==> config.mk <==
export PLATFORM = sky130hd
export DESIGN_NAME = sd_cmd_send
export DESIGN_NICKNAME = d
export VERILOG_FILES = /design/src/rtl/sd_cmd_send.sv
export SDC_FILE = /design/constraint.sdc
export NUM_CORES = 1
export LEC_CHECK = 0
export CAP_MARGIN = 0
export CORE_MARGIN = 2
export CORE_UTILIZATION = 48
export CTS_CLUSTER_SIZE = 10
export DETAILED_ROUTE_END_ITERATION = 7
export MAX_ROUTING_LAYER = met4
export PLACE_DENSITY = 0.75
export SKIP_CTS_REPAIR_TIMING = 1
export SLEW_MARGIN = 20
export SYNTH_ARGS = -nofsm -noshare
export SYNTH_HDL_FRONTEND = slang
export SYNTH_SLANG_ARGS = --single-unit
==> constraint.sdc <==
create_clock -name ex_clk -period 1.9 [get_ports ex_clk]
set_input_delay 0.38 -clock ex_clk [delete_from_list [all_inputs] [get_ports ex_clk]]
set_output_delay 0.38 -clock ex_clk [all_outputs]
set_load 0.1 [all_outputs]
==> src/rtl/sd_cmd_send.sv <==
// Host-side SD command transmitter: serializes a 48-bit command frame
// (start, transmission, index, argument, CRC7, end) onto the CMD line.
module sd_cmd_send #(
    parameter int unsigned CLK_DIV = 4
) (
    input  logic        ex_clk,
    input  logic        reset,
    input  logic        send_en,
    input  logic [5:0]  cmd_index,
    input  logic [31:0] argument,
    output logic        sd_cmd_out,
    output logic        sd_cmd_oe,
    output logic        busy,
    output logic        sd_send_started,
    output logic        sd_send_finished
);

    localparam int unsigned DW = $clog2(CLK_DIV);

    typedef enum logic [1:0] {
        IDLE,
        SEND,
        CRC,
        STOP
    } state_t;

    state_t         state;
    state_t         state_nx;
    logic [39:0]    sh;
    logic [6:0]     crc;
    logic [5:0]     bit_cnt;
    logic [DW-1:0]  div_cnt;
    logic           finished_q;
    logic           tick;

    assign tick = (div_cnt == DW'(CLK_DIV - 1));

    always_ff @(posedge ex_clk or posedge reset) begin
        if (reset) begin
            state <= IDLE;
        end else begin
            state <= state_nx;
        end
    end

    // Line outputs decode straight from state so an asynchronous reset
    // releases the CMD line in the same instant it is asserted.
    always_comb begin
        state_nx        = state;
        sd_cmd_out      = 1'b1;
        sd_cmd_oe       = 1'b0;
        sd_send_started = 1'b0;
        case (state)
            IDLE: begin
                if (send_en) begin
                    state_nx = SEND;
                end
            end
            SEND: begin
                sd_cmd_out      = sh[39];
                sd_cmd_oe       = 1'b1;
                sd_send_started = (bit_cnt == 6'd0) && (div_cnt == '0);
                if (tick && (bit_cnt == 6'd39)) begin
                    state_nx = CRC;
                end
            end
            CRC: begin
                sd_cmd_out = crc[6];
                sd_cmd_oe  = 1'b1;
                if (tick && (bit_cnt == 6'd6)) begin
                    state_nx = STOP;
                end
            end
            STOP: begin
                sd_cmd_oe = 1'b1;
                if (tick) begin
                    state_nx = IDLE;
                end
            end
            default: state_nx = IDLE;
        endcase
    end

    assign busy             = (state != IDLE);
    assign sd_send_finished = finished_q;

    always_ff @(posedge ex_clk or posedge reset) begin
        if (reset) begin
            sh         <= '0;
            crc        <= '0;
            bit_cnt    <= '0;
            div_cnt    <= '0;
            finished_q <= 1'b0;
        end else begin
            finished_q <= (state == STOP) && tick;
            if (state == IDLE) begin
                if (send_en) begin
                    sh      <= {2'b01, cmd_index, argument};
                    crc     <= '0;
                    bit_cnt <= '0;
                    div_cnt <= '0;
                end
            end else begin
                div_cnt <= tick ? '0 : div_cnt + DW'(1);
                if (tick) begin
                    case (state)
                        SEND: begin
                            crc     <= {crc[5:0], 1'b0} ^ ({7{crc[6] ^ sh[39]}} & 7'h09);
                            sh      <= sh << 1;
                            bit_cnt <= (bit_cnt == 6'd39) ? 6'd0 : bit_cnt + 6'd1;
                        end
                        CRC: begin
                            crc     <= crc << 1;
                            bit_cnt <= (bit_cnt == 6'd6) ? 6'd0 : bit_cnt + 6'd1;
                        end
                        default: ;
                    endcase
                end
            end
        end
    end

endmodule

# Word level (Yosys, flattened, before mapping)

Index checks and enable logic that the tools add are counted.

Logic and storage cells: 60
Bits in writable memories: 0
ROM bits: 0
Output and inout port bits: 5
Register bits: 58
Bits in latches: 0
Bits of input ports: 41
Memories: 0

Add/subtract/negate cells: 2
Shift-type cells: 0
$lt $le $gt $ge: 0
Muxes and demuxes: 25
Div/mod/pow operators: 0
Eq/ne operators: 10
Reductions and logical operators: 15
Bitwise logic cells: 2
Multipliers: 0

Operator list:

| operator                                      | count |
|---|---|
| 2-to-1 mux 40 bit                             | 4 |
| 2-to-1 mux 6 bit                              | 5 |
| 2-to-1 mux 7 bit                              | 3 |
| 2-to-1 mux 2 bit                              | 7 |
| one-hot mux 7 bit (2 select lines)            | 1 |
| one-hot mux 6 bit (2 select lines)            | 1 |
| inequality test 2 bit, second input constant  | 4 |
| one-hot mux 2 bit (4 select lines)            | 1 |
| bitwise XOR 7 x 4 -> 7 bit                    | 1 |
| adder 6 x 1 -> 6 bit, second input constant   | 1 |
| == test 2 bit, second input constant          | 3 |
| == test 6 x 3 -> 1 bit, second input constant | 1 |
| == test 6 bit, second input constant          | 1 |
| zero test 6 bit                               | 1 |
| AND reduction 3 bit                           | 2 |
| nonzero test 2 bit                            | 3 |
| logical AND 1 bit                             | 4 |
| zero test 2 bit                               | 2 |
| AND reduction 4 bit                           | 1 |
| nonzero test 3 bit                            | 1 |
| OR reduction 3 bit                            | 1 |
| adder 2 x 1 -> 2 bit, second input constant   | 1 |
| == test 2 x 1 -> 1 bit, second input constant | 1 |
| 2-to-1 mux 1 bit                              | 2 |
| 2 further kinds                               | 2 |

# Depth between registers and ports, before layout

Word-level depth: 5
Mapped depth: 9
Mapped depth without buffers: 6

# Worst setup path after synthesis

OpenSTA, ideal clock, no wires.

Path type: register to output
Start: reg state[1]
End: out sd_send_started
Required time: 1.520 ns
Setup slack: -2.386 ns
Buffers on the path: 0
Cell stages (with the launch flop): 5
Arrival: 3.906 ns
Cell sequence: dfrtp_1 > inv_1 > ha_1 > nand3_1 > nor4b_1

Word-level cells in the longest chain between the ends: 2

RTL lines:

| item                     | line | text |
|---|---|---|
| start: declaration       | 27   | `state_t state;` |
| start signal: assignment | 42   | `state <= state_nx;` |
| == test 2 x 1 -> 1 bit   | 53   | `case (state)` |
| 2-to-1 mux 1 bit         | 53   |  |
| end: declaration         | 14   | `output logic sd_send_started,` |

Every way passes these cells.

# Worst setup path after layout

Ends and elaborated chain as after synthesis.

==> flow_summary.toml <==
[critical_path]
cp_max_fo = 5
worstRegToRegCells = 6
crit_chain = "inv_4 > ha_4 > nand3_4 > nor4b_4 > buf_12"
cp.required_ns = 1.52
crit_path_start_kind = "register"
r2r-start = "state[1]$_DFFE_PP0P_"
crit_path_end_kind = "primary output"
rrSetupSlack_ns = 0.15
slowest_delay_ns = 0.46
arrival_ns = 1.63
rr_endpoint = "bit_cnt[5]$_DFFE_PP0P_"
worstSetupPathType = "register to primary output"
cp_slowest_cell = "dfrtp_2"

[global_routing]
grt_usage_pct = 20.3
antenna_found_initial = 0
grt_pass1_wl_mm = 9.94
grt-ovfl-total = 0
grt_max_degree = 59
grt_pass1_vias = 2200

[pwr]
power_frac_seq_pct = 31.8
p_int_mw = 4.09
pwr-share-comb_pct = 51.3
swShare_pct = 40.5
clkPwrFrac_pct = 16.9
vdd_ir_drop_max_v = 0.00142
p_switching_mw = 2.79
p_per_area_mw_per_mm2 = 1750
p_leak_nw = 1.68
p_total_mw = 6.88

[synth]
dominantRegCellSynth = "dfrtp_1"
mappedNetlistArea_mm2 = 0.00293
yosysSeqAreaShare_pct = 49.6
synth_area_leaders = "dfrtp_1, mux2i_1, a21oi_1"
synth_edf_count = 0
synth.largest_area_cell = "dfrtp_1"
synth_top_area_share_pct = 49.6
yosysMostFrequentCell = "dfrtp_1"
syn_area_per_cell_um2 = 10.5
synthCells = 278
synth_nets = 330
synthTopCellsByCount = "dfrtp_1, nor2_1, a21oi_1"
async_flop_share_pct = 100
yosysWarnings = 0
synth_cell_type_count = 38
synth-seq-cells = 58

[run_status]
failed_checks = "setup timing"
status = "finished, violations left"

[detailed_routing]
drtIter0Drc = 85
wl_mm = 5.89
drt_pre_antenna_iters = 4
vias = 2180
antenna_left = 0
drc = 0
wl_per_cell_um = 14.0
vias_per_cell = 5.19

[floorplan]
die_area_mm2 = 0.00673
die_y_um = 82.1
die_x_um = 82.1
core_mm2 = 0.00592
start_util_pct = 49.4
rows = 28
ios = 46

[layout]
drive_gt1_share_pct = 18.8
stdcell_count = 420
area_growth_pct = 34.6
nNetsFinal = 392
fillers = 474
antenna_cells = 0

[clock_tree]
h-tree-depth = 3
clockRootBuffer = "clkbuf_8"
numCtsBuffers = 9
clkTransAtPathRegs_ns = 0.07
clock_latency_ns = 0.33
cts_tree = "built"
clock-sinks = 58
cts.path.max_buffers = 2

[place]
dp_slack_ns = 0.0458
placed_cells = 398
gp_congestion = 0.821
port_buffers = 45
dp_hpwl_mm = 4.09

[timing]
hold_viol_final = 0
fmaxAchievable_mhz = 498
fin_crit_sh_pct = 106
setup_viol = 3
rsz0062_at_grt = "yes"
fin_ws_ns = -0.110
relSlewSlack_pct = 74.7
finalSetupTns_ns = -0.169
finClkSkew_ns = 0.00696
worst_pin_slew_ns = 0.379
maxSlewViolCount = 0
layout_min_cycle_time_ns = 2.01

[run]
cap_violations = 0

[min_path]
hold_path_class = "input pin to async pin"
## per-layer routing
metal | routed length [µm] | global-route usage, % | vias up
met1 | 2770 | 25.2 | 1029
met2 | 2820 | 32.5 | 39
met3 | 176 | 3.85 | 14
met5 | 0 | - | -
li1 | - | - | 1098
met4 | 129 | 8.50 | 0
## worst max-delay path by stage
| stage | from | end | cells after the start |
|---|---|---|---|
| final | state[1]$_DFFE_PP0P_ | sd_send_started | 5 |
| after floorplan | state[1]$_DFFE_PP0P_ | sd_send_started | 4 |
| after global placement | send_en | bit_cnt[3]$_DFFE_PP0P_ | 6 |
| after CTS | state[1]$_DFFE_PP0P_ | sd_send_started | 5 |
| after global routing | state[1]$_DFFE_PP0P_ | sd_send_started | 5 |
| after detailed placement | send_en | bit_cnt[3]$_DFFE_PP0P_ | 6 |
## placed cells by master (no fill, tap or decap), types with 3 or more instances in the layout
master / instances
dfrtp_1: 57
nor2_1: 41
a21oi_1: 40
clkdlybuf4s50_1: 40
mux2i_1: 37
buf_4: 15
nand2_1: 11
clkbuf_8: 11
inv_1: 10
a22o_1: 9
buf_12: 9
ha_1: 7
nand3_1: 5
o21ai_1: 3
inv_2: 3
ha_4: 3
clkinv_2: 3
## metrics by stage
| step | hold WS [ns] | instance area [µm²] | util, % |
|---|---|---|---|
| 4_1_cts | 0.423 | 3830 | 64.7 |
| 3_5_place_dp | 0.489 | 3630 | 61.3 |
| 5_1_grt | 0.446 | 3940 | 66.5 |
| 3_3_place_gp | 0.487 | 3630 | 61.3 |
| 2_1_floorplan | 0.465 | 2960 | - |
| 6_report | 0.412 | 3940 | 66.5 |
## critical path: cells and delay by family (launching register included)
family        cells  cell delay, ns
flops             1            0.46
fa+ha+maj         1            0.18
simple gates      2            0.33
buf+inv           2            0.31
## layout make-up
type	count	area [µm²]	share of cell area, %
multi-input cells	192	1430	36.3
clock inverters	5	52.6	1.33
inverters	14	55.1	1.40
repair buffers	65	704	17.9
well taps	75	93.8	2.38
flip-flops and latches	58	1450	36.9
clock buffers	11	151	3.84
## registers in the layout, indices dropped and copies added (netlist names)
name / cells
bit_cnt: 6
crc: 7
div_cnt: 2
sd_send_finished: 1
sh: 40
state: 2
## power groups by stage
stage / Combinational (mW) / Clock, mW / Sequential [mW]
floorplan: 2.39 / 0 / 2.14
global placement: 3.20 / 0 / 2.17
detailed placement: 3.29 / 0 / 2.19
CTS: 3.31 / 1.19 / 2.18
global route: 3.88 / 1.25 / 2.26
finish: 3.53 / 1.16 / 2.19
## cell families after synthesis
| kind of cell | after synthesis | share of synthesized area, % |
|---|---|---|
| XOR/XNOR | 3 | 0.898 |
| AO/OA/AOI/OAI | 69 | 15.9 |
| flip-flops | 58 | 49.6 |
| AND/OR/NAND/NOR | 71 | 11.1 |
| adder cells (fa/ha/maj) | 11 | 4.70 |
| multiplexers | 38 | 13.2 |
| buffers and inverters | 28 | 4.62 |
Power figures use the tool's default switching activity.
